`src/rtl/pong_game.sv`:
```
// Two-player pong game engine: serve timing, paddle/ball motion, collisions and scoring.
module pong_game #(
   parameter int unsigned CORDW        = 10,
   parameter int unsigned H_RES        = 640,
   parameter int unsigned V_RES        = 480,
   parameter int unsigned BALL_SIZE    = 8,
   parameter int unsigned BALL_SPD     = 2,
   parameter int unsigned PAD_W        = 8,
   parameter int unsigned PAD_H        = 64,
   parameter int unsigned PAD_OFS      = 16,
   parameter int unsigned PAD_SPD      = 4,
   parameter int unsigned SCORE_W      = 4,
   parameter int unsigned WIN_SCORE    = 9,
   parameter int unsigned SERVE_FRAMES = 60
) (
   input  logic               pix_clk,
   input  logic               rst_pix_n,
   input  logic               frame,
   input  logic               start,
   input  logic [1:0]         btn_up,
   input  logic [1:0]         btn_dn,
   output logic [CORDW-1:0]   ball_x,
   output logic [CORDW-1:0]   ball_y,
   output logic [CORDW-1:0]   pad_y0,
   output logic [CORDW-1:0]   pad_y1,
   output logic [SCORE_W-1:0] score0,
   output logic [SCORE_W-1:0] score1,
   output logic               playing,
   output logic               game_over,
   output logic [1:0]         point,
   output logic               upd_done
);

   // One extra bit of headroom so sums are compared before truncation.
   localparam int unsigned AW    = CORDW + 1;
   localparam int unsigned CNT_W = $clog2(SERVE_FRAMES + 1);

   localparam logic [CORDW-1:0] BALL_X0 = CORDW'((H_RES - BALL_SIZE) / 2);
   localparam logic [CORDW-1:0] BALL_Y0 = CORDW'((V_RES - BALL_SIZE) / 2);
   localparam logic [CORDW-1:0] PAD_Y0  = CORDW'((V_RES - PAD_H) / 2);

   localparam logic [AW-1:0] SPD     = AW'(BALL_SPD);
   localparam logic [AW-1:0] BS      = AW'(BALL_SIZE);
   localparam logic [AW-1:0] PH      = AW'(PAD_H);
   localparam logic [AW-1:0] PSPD    = AW'(PAD_SPD);
   localparam logic [AW-1:0] Y_MAX   = AW'(V_RES - BALL_SIZE);
   localparam logic [AW-1:0] X_MAX   = AW'(H_RES - BALL_SIZE);
   localparam logic [AW-1:0] PAD_MAX = AW'(V_RES - PAD_H);
   localparam logic [AW-1:0] EDGE_L  = AW'(PAD_OFS + PAD_W);
   localparam logic [AW-1:0] EDGE_R  = AW'(H_RES - PAD_OFS - PAD_W - BALL_SIZE);

   typedef enum logic [2:0] {
      IDLE,
      SERVE_WAIT,
      PLAY,
      UPD_PAD,
      UPD_BALL,
      OVER
   } state_t;

   state_t             state;
   logic [CNT_W-1:0]   serve_cnt;
   logic               dx_rt;
   logic               dy_dn;

   logic [AW-1:0]      bx, by, p0, p1;
   logic [CORDW-1:0]   nx, ny;
   logic               ndx, ndy;
   logic               ovl0, ovl1;
   logic               miss_l, miss_r;
   logic [SCORE_W-1:0] score_new;

   // Saturating paddle step; both or neither button holds the paddle.
   function automatic logic [CORDW-1:0] pad_move(input logic [CORDW-1:0] p,
                                                  input logic up, input logic dn);
      logic [AW-1:0] pw;
      pw = AW'(p);
      if (up && !dn) begin
         return (pw < PSPD) ? '0 : CORDW'(pw - PSPD);
      end else if (dn && !up) begin
         return (pw + PSPD > PAD_MAX) ? CORDW'(PAD_MAX) : CORDW'(pw + PSPD);
      end
      return p;
   endfunction

   // Next ball position, wall bounces, paddle hits and misses from the current registers.
   always_comb begin
      bx     = AW'(ball_x);
      by     = AW'(ball_y);
      p0     = AW'(pad_y0);
      p1     = AW'(pad_y1);
      ny     = ball_y;
      ndy    = dy_dn;
      nx     = ball_x;
      ndx    = dx_rt;
      miss_l = 1'b0;
      miss_r = 1'b0;

      if (dy_dn) begin
         if (by + SPD > Y_MAX) begin
            ny  = CORDW'(Y_MAX);
            ndy = 1'b0;
         end else begin
            ny  = CORDW'(by + SPD);
         end
      end else begin
         if (by < SPD) begin
            ny  = '0;
            ndy = 1'b1;
         end else begin
            ny  = CORDW'(by - SPD);
         end
      end

      ovl0 = (by + BS > p0) && (by < p0 + PH);
      ovl1 = (by + BS > p1) && (by < p1 + PH);

      if (dx_rt) begin
         if ((bx <= EDGE_R) && (bx + SPD >= EDGE_R) && ovl1) begin
            nx  = CORDW'(EDGE_R);
            ndx = 1'b0;
         end else if (bx + SPD > X_MAX) begin
            miss_r = 1'b1;
         end else begin
            nx = CORDW'(bx + SPD);
         end
      end else begin
         if ((bx >= EDGE_L) && (bx - SPD <= EDGE_L) && ovl0) begin
            nx  = CORDW'(EDGE_L);
            ndx = 1'b1;
         end else if (bx < SPD) begin
            miss_l = 1'b1;
         end else begin
            nx = CORDW'(bx - SPD);
         end
      end

      score_new = miss_l ? (score1 + SCORE_W'(1)) : (score0 + SCORE_W'(1));
   end

   // Game FSM with all game state and status outputs registered.
   always_ff @(posedge pix_clk or negedge rst_pix_n) begin
      if (!rst_pix_n) begin
         state     <= IDLE;
         serve_cnt <= '0;
         ball_x    <= BALL_X0;
         ball_y    <= BALL_Y0;
         pad_y0    <= PAD_Y0;
         pad_y1    <= PAD_Y0;
         dx_rt     <= 1'b1;
         dy_dn     <= 1'b1;
         score0    <= '0;
         score1    <= '0;
         playing   <= 1'b0;
         game_over <= 1'b0;
         point     <= '0;
         upd_done  <= 1'b0;
      end else begin
         point    <= '0;
         upd_done <= 1'b0;
         case (state)
            IDLE: begin
               if (start) begin
                  state     <= SERVE_WAIT;
                  serve_cnt <= '0;
               end
            end
            SERVE_WAIT: begin
               if (frame) begin
                  serve_cnt <= serve_cnt + CNT_W'(1);
                  if (serve_cnt == CNT_W'(SERVE_FRAMES - 1)) begin
                     state   <= PLAY;
                     playing <= 1'b1;
                  end
               end
            end
            PLAY: begin
               if (frame) begin
                  state <= UPD_PAD;
               end
            end
            UPD_PAD: begin
               pad_y0 <= pad_move(pad_y0, btn_up[0], btn_dn[0]);
               pad_y1 <= pad_move(pad_y1, btn_up[1], btn_dn[1]);
               state  <= UPD_BALL;
            end
            UPD_BALL: begin
               upd_done <= 1'b1;
               if (miss_l || miss_r) begin
                  // Re-centre and serve toward the player who conceded.
                  point  <= {miss_l, miss_r};
                  ball_x <= BALL_X0;
                  ball_y <= BALL_Y0;
                  dx_rt  <= miss_r;
                  if (miss_l) begin
                     score1 <= score_new;
                  end else begin
                     score0 <= score_new;
                  end
                  playing <= 1'b0;
                  if (score_new == SCORE_W'(WIN_SCORE)) begin
                     state     <= OVER;
                     game_over <= 1'b1;
                  end else begin
                     state     <= SERVE_WAIT;
                     serve_cnt <= '0;
                  end
               end else begin
                  ball_x <= nx;
                  ball_y <= ny;
                  dx_rt  <= ndx;
                  dy_dn  <= ndy;
                  state  <= PLAY;
               end
            end
            OVER: begin
               if (start) begin
                  score0    <= '0;
                  score1    <= '0;
                  ball_x    <= BALL_X0;
                  ball_y    <= BALL_Y0;
                  pad_y0    <= PAD_Y0;
                  pad_y1    <= PAD_Y0;
                  game_over <= 1'b0;
                  serve_cnt <= '0;
                  state     <= SERVE_WAIT;
               end
            end
            default: begin
               state <= IDLE;
            end
         endcase
      end
   end

endmodule
```
`config.mk`:
```
export PLATFORM = sky130hd
export DESIGN_NAME = pong_game
export DESIGN_NICKNAME = d
export VERILOG_FILES = /design/src/rtl/pong_game.sv
export SDC_FILE = /design/constraint.sdc
export NUM_CORES = 1
export LEC_CHECK = 0
export CAP_MARGIN = 20
export CORE_ASPECT_RATIO = 2
export CORE_MARGIN = 2
export CORE_UTILIZATION = 58
export CTS_CLUSTER_SIZE = 14
export DETAILED_ROUTE_END_ITERATION = 7
export GPL_ROUTABILITY_DRIVEN = 0
export PLACE_DENSITY_LB_ADDON = 0.2
export SYNTH_ARGS = -nofsm -noshare
export SYNTH_HDL_FRONTEND = slang
export SYNTH_SLANG_ARGS = --single-unit
```
`constraint.sdc`:
```
create_clock -name pix_clk -period 4.53 [get_ports pix_clk]
set_input_delay 0.906 -clock pix_clk [delete_from_list [all_inputs] [get_ports pix_clk]]
set_output_delay 0.906 -clock pix_clk [all_outputs]
set_load 0.02 [all_outputs]
```
; ---- Word level (Yosys, flattened, before mapping)
; Cells that the tools add are included.
[totals]
wordCells = 175
out_inout_bits = 53
regBits = 64
[op_classes]
n_lt_le_gt_ge = 16
muxes = 77
n_addsub = 14
n_eq_ne = 21
n_reduce_logical = 32
bitwise = 1
[op_table]
columns = operator, n
row1 = 10-bit two-way mux, 23
row2 = 10-bit case mux with 2 select lines, 4
row3 = 11-bit by 9-bit > comparator with 1-bit output (second input constant), 3
row4 = 1-bit two-way mux, 26
row5 = 4-bit two-way mux, 6
row6 = 6-bit two-way mux, 4
row7 = 4-bit AND reduction, 6
row8 = 10-bit by 2-bit adder with 11-bit output (second input constant), 2
row9 = 10-bit by 3-bit adder with 11-bit output (second input constant), 2
row10 = 10-bit by 7-bit adder with 11-bit output (second input constant), 2
row11 = 11-bit by 10-bit > comparator with 1-bit output, 2
row12 = 10-bit by 11-bit < comparator with 1-bit output, 2
row13 = 2-bit inequality test (second input constant), 11
row14 = 10-bit by 2-bit < comparator with 1-bit output (second input constant), 2
row15 = 10-bit by 3-bit < comparator with 1-bit output (second input constant), 2
row16 = 10-bit by 3-bit subtractor with 10-bit output (second input constant), 2
row17 = 3-bit two-way mux, 6
row18 = 6-bit case mux with 3 select lines, 1
row19 = 4-bit case mux with 2 select lines, 2
row20 = 3-bit case mux with 5 select lines, 1
row21 = 10-bit by 4-bit adder with 11-bit output (second input constant), 1
row22 = 11-bit by 10-bit >= comparator with 1-bit output (second input constant), 1
row23 = 11-bit by 10-bit > comparator with 1-bit output (second input constant), 1
row24 = 11-bit by 5-bit <= comparator with 1-bit output (second input constant), 1
row25 = 26 further kinds, 48

; ---- Longest topological paths before layout
[logic_depth]
word_depth = 11
ltp_mapped = 15
ltp_nobuf = 13

; ---- Worst setup path before layout
; No wires, ideal clock.
[synth_timing]
kind = reg2reg
start = register ball_x[1]
end = register serve_cnt[4]
path_buffers = 1
slack_ns = 1.003
path_stages_with_launch = 14
required_time_ns = 4.412
setup_ns = 0.118
synth_period_minus_slack_ns = 3.527
arrival_ns = 3.409
path_cell_list = dfrtp_1 > clkbuf_1 > inv_1 > ha_1 > or4b_4 > nor4_4 > mux2i_1 > inv_1 > ha_1 > xor2_1 > a41o_1 > a21oi_4 > o21ai_1 > a21o_1
[synth_between]
elab_chain_len = 10
word_cells_on_any_way = 24
[synth_rtl]
columns = item, line_no
row1 = start: declaration, 22  ; output logic [CORDW-1:0] ball_x,
row2 = start signal: assignment, 209  ; ball_x <= nx;
row3 = 10-bit by 2-bit subtractor with 11-bit output, -
row4 = 11-bit by 5-bit <= comparator with 1-bit output, 128  ; if ((bx >= EDGE_L) && (bx - SPD <= EDGE_L) && ovl0) begin
row5 = 1-bit logical AND (2 in series), 128
row6 = 1-bit two-way mux, 128
row7 = 1-bit two-way mux, 118  ; if (dx_rt) begin
row8 = 4-bit two-way mux, 138  ; score_new = miss_l ? (score1 + SCORE_W'(1)) : (score0 + SCORE_W'(1));
row9 = 4-bit == test, 201  ; if (score_new == SCORE_W'(WIN_SCORE)) begin
row10 = 2-bit inequality test (no line), -
row11 = 5-bit AND reduction (no line) (*), -
row12 = end signal: assignment, 170  ; serve_cnt <= serve_cnt + CNT_W'(1);
row13 = end: declaration, 62  ; logic [CNT_W-1:0] serve_cnt;
; Every way passes the cells marked *; elsewhere a longest branch is shown, timed or not.
; A chain may end at the register's enable or synchronous reset.

; ---- Worst setup path after layout
[layout_timing]
start = register ball_y[3]
end = register ball_y[3]
[layout_between]
elab_chain_len = 9
word_cells_on_any_way = 23
[layout_rtl]
columns = item, line_no
row1 = start: declaration, 23  ; output logic [CORDW-1:0] ball_y,
row2 = start signal: assignment, 210  ; ball_y <= ny;
row3 = 10-bit by 4-bit adder with 11-bit output, "115, 116"
row4 = "11-bit by 10-bit > comparator with 1-bit output, on equally long branches", "115, 116"
row5 = "1-bit logical AND, on equally long branches", "115, 116"
row6 = "1-bit logical AND, on equally long branches", "128, 119"
row7 = "1-bit two-way mux, on equally long branches", "128, 119"
row8 = 1-bit two-way mux, 118
row9 = 1-bit logical OR, 189  ; if (miss_l || miss_r) begin
row10 = 10-bit two-way mux (*), 189
row11 = 10-bit case mux with 2 select lines (*), 161  ; case (state)
; Marks and branches as above.

==> out/qor.txt <==
Status: finished, final reports clean
Die span in x: 73.1 µm
Worst setup startpoint: ball_y[3]
Unique cell type count in the Yosys netlist: 70
Relative slew margins: 46.2%
Flip-flop and latch count after synthesis: 58
Worst IR Drop VDD: 237 µV
Portion of total power attributed to sequential cells: 38.3%
Min cycle time layout: 3.97 ns
Fraction of power consumed by the clock network: 44.1%
Total wirelength of the detailed-routed design: 17300 µm
Top cell type by total area after synthesis: sky130_fd_sc_hd__dfrtp_1
Average cell area after synthesis: 7.86 µm²
Arrival time worst endpoint: 4.23 ns
Floorplan die height: 142 µm
Reg2reg end: ball_y[3]
Hold Crit Start: game_over
Half-perimeter wire length of the detailed placement result: 13000 µm
Drt first-iter violations: 456
Postcts setup bufs: 0
Rows: 50
Wire length of the first global-routing pass: 28200 µm
Clock tree from TritonCTS: done
Reg-to-reg critical path startpoint: ball_y[3]
Clock transition time at the flip-flop clock pins of the worst setup and hold paths: 0.06 ns
Grt met2 use: 60.7%
Leakage power of the design: 2.65 nW
CTS H-Tree Depth: 3
Hold path cells: 2
Share of layout cells above drive strength 1: 7.70%
Final slew viol count: 0
Internal: 1.10 mW
Leading cell types by count after synthesis: sky130_fd_sc_hd__o21ai_0 (62), sky130_fd_sc_hd__nor2_1 (60), sky130_fd_sc_hd__nand2_1 (57), sky130_fd_sc_hd__ha_1 (51), sky130_fd_sc_hd__inv_1 (45)
Most instantiated library cell after synthesis: sky130_fd_sc_hd__o21ai_0
Setup violations, final: 0
Hold Path Sink: game_over
Initial antenna violation count: 0
GRT Overall Usage: 34.7%
Kind of start point of the critical path: register
GRT met3 Usage: 5.74%
Actual transition at the worst max-transition pin: 0.807 ns
Dominant synthesized flop cell: sky130_fd_sc_hd__dfrtp_1
Fraction of met1 tracks used by global routing: 34.8%
Tot Pwr: 1.59 mW
Combined area of all synthesized cells: 0.00554 mm²
Startpoint-to-endpoint class of the critical path: register to register
Via count of the first global-routing pass: 5840
Worst Path Required: 4.79 ns
TritonCTS buffer count: 9
Number of clock sinks seen by CTS: 58
Flop-to-flop setup slack: 0.56 ns
Number of hold-repair buffers added at the cts stage: 0
Largest net degree at the start of global routing: 42
Clock Path Buffers: 2
Max-capacitance violation count: 0
Top area cells in the synthesized netlist: sky130_fd_sc_hd__dfrtp_1 (18%), sky130_fd_sc_hd__ha_1 (12%), sky130_fd_sc_hd__dfstp_2 (8.5%)
Final TNS setup: 0 ns
Total of fill cells in the finished design: 787
Syn-to-layout area delta: 14.8%
Root buf cell: sky130_fd_sc_hd__clkbuf_16
Boundary Pins: 61
Element type at the critical path end: register
Power per standard cell area: 250 mW/mm²
Hold Path Class: register to register
Crit path max fanout: 15
Async set-reset flop share out of synthesis: 100%
Sw Ratio: 30.8%
Port-buffer cells: 54
R2R cell count: 12
DRT Pass-1 Iters: 7
Placed cell areas: 0.00606 mm²
Number of enable flip-flop cells after synthesis: 0
Number of diodes: 0
DRC: 0
Gr ovfl total: 0
Initial cell density of the core: 59.4%
Combinational fraction of design power: 17.6%
Number of synthesis warnings: 0
Net count reported at finish: 794
Worst-case hold slack: 0.477 ns
Overall die area: 0.0104 mm²
DR vias/cell: 6.78
Fin area: 0.00636 mm²
Top Usage Layer GRT: met2
Part of the cycle the worst path needs: 87.7%
Count of cells resized by post-cts repair: 0
Core box area: 0.00932 mm²
Setup repair after global routing missed its margin: no
Clock insertion delay at the later pin of the skew report: 0.34 ns
Vias after detailed routing: 5725
Share of the synthesized area in the top cell type: 18.1%
Hold violation total from the final report: 0
Portion of the post-synthesis area used by sequential elements: 26.6%
Number of standard cells after synthesis: 705
Achievable frequency: 252 MHz
Post-route ant nets: 0
Detail-routed net length per standard cell: 20.5 µm
Net switching power of the design: 0.490 mW
Final clock skew: 0.00680 ns
[kinds of logic (layout without fill, tap and decap cells)]
kind of cell	Yosys count	in the layout	synth area share, %
adders and majority gates	51	51	11.5
other	1	6	0.0677
buffers and inverters	87	117	6.34
AOI/OAI and AO/OA	207	207	24.3
muxes	16	16	3.07
and+or+nand+nor	252	252	22.9
DFF	58	58	26.6
xor gates and xnor gates	33	33	5.22
[power groups by stage]
stage / Sequential [mW] / Combinational, mW / Clock, mW
CTS: 0.607 / 0.275 / 0.709
global route: 0.615 / 0.312 / 0.724
global placement: 0.612 / 0.264 / 0
detailed placement: 0.615 / 0.272 / 0
floorplan: 0.605 / 0.184 / 0
finish: 0.609 / 0.280 / 0.700
[routing by layer]
metal	part of all wire, %	vias up	wire length, µm
li1	-	2619	-
met4	8.5	0	1470
met2	53	328	9190
met5	0	-	0
met1	33	2658	5670
met3	5.8	120	1000
[final cells by class]
cell class                      count  area, µm²  area share, %
Clock inverter                      7       78.8           1.24
Tap cell                          104        130           2.05
Inverter                           45        169           2.65
Multi-Input combinational cell    565       3730           58.7
Timing Repair Buffer               56        551           8.65
Sequential cell                    58       1470           23.2
Clock buffer                        9        225           3.54
[worst max path at each step]
stage | to | depth (start not counted)
finish | ball_y[3] | 12
global route | ball_y[3] | 12
CTS | ball_y[3] | 12
detailed placement | ball_y[3] | 12
global placement | ball_y[3] | 12
floorplan | serve_cnt[4] | 13
[through the flow]
step	utilization (%)	cells	setup WS (ns)
2_1_floorplan	-	710	1.00
3_3_place_gp	65.0	828	0.816
3_5_place_dp	65.0	828	0.604
4_1_cts	68.3	844	0.593
5_1_grt	68.3	844	0.306
6_report	68.3	844	0.559
[cell usage in the layout (no fill, tap or decap), types with 6 or more instances in the layout]
| master | count |
|---|---|
| sky130_fd_sc_hd__a211oi_1 | 6 |
| sky130_fd_sc_hd__a21oi_1 | 43 |
| sky130_fd_sc_hd__a31oi_1 | 13 |
| sky130_fd_sc_hd__and3_1 | 7 |
| sky130_fd_sc_hd__clkbuf_16 | 9 |
| sky130_fd_sc_hd__clkdlybuf4s50_1 | 53 |
| sky130_fd_sc_hd__conb_1 | 6 |
| sky130_fd_sc_hd__dfrtp_1 | 40 |
| sky130_fd_sc_hd__dfstp_2 | 18 |
| sky130_fd_sc_hd__ha_1 | 51 |
| sky130_fd_sc_hd__inv_1 | 45 |
| sky130_fd_sc_hd__mux2_2 | 8 |
| sky130_fd_sc_hd__mux2i_1 | 8 |
| sky130_fd_sc_hd__nand2_1 | 57 |
| sky130_fd_sc_hd__nand2b_1 | 6 |
| sky130_fd_sc_hd__nand3_1 | 34 |
| sky130_fd_sc_hd__nand3b_1 | 7 |
| sky130_fd_sc_hd__nand4_1 | 13 |
| sky130_fd_sc_hd__nor2_1 | 60 |
| sky130_fd_sc_hd__nor2b_1 | 7 |
| sky130_fd_sc_hd__nor3_1 | 22 |
| sky130_fd_sc_hd__o21a_1 | 9 |
| sky130_fd_sc_hd__o21ai_0 | 62 |
| sky130_fd_sc_hd__o22ai_1 | 8 |
| sky130_fd_sc_hd__o311ai_0 | 7 |
| sky130_fd_sc_hd__or3_1 | 10 |
| sky130_fd_sc_hd__xnor2_1 | 25 |
| sky130_fd_sc_hd__xor2_1 | 8 |
[registers in the layout (all words and copies together), names as in the netlist]
name / count
score1: 4
serve_cnt: 6
dx_rt: 1
dy_dn: 1
ball_y: 9
game_over: 1
upd_done: 1
score0: 4
state: 3
point: 2
ball_x: 9
pad_y1: 8
playing: 1
pad_y0: 8
[worst max-delay path: stages (launching register included)]
cell and delay, ns:
sky130_fd_sc_hd__dfstp_2 0.68, sky130_fd_sc_hd__ha_1 0.33, sky130_fd_sc_hd__nand3_1 0.16, sky130_fd_sc_hd__xnor2_1 0.20
sky130_fd_sc_hd__ha_1 0.32, sky130_fd_sc_hd__nand4_1 0.13, sky130_fd_sc_hd__a21oi_1 0.16, sky130_fd_sc_hd__a2bb2oi_1 0.20
sky130_fd_sc_hd__o221ai_1 0.19, sky130_fd_sc_hd__o211ai_2 0.20, sky130_fd_sc_hd__and2_0 0.71, sky130_fd_sc_hd__o21ai_1 0.23
sky130_fd_sc_hd__o32a_1 0.38
Power figures use the tool's default switching activity.
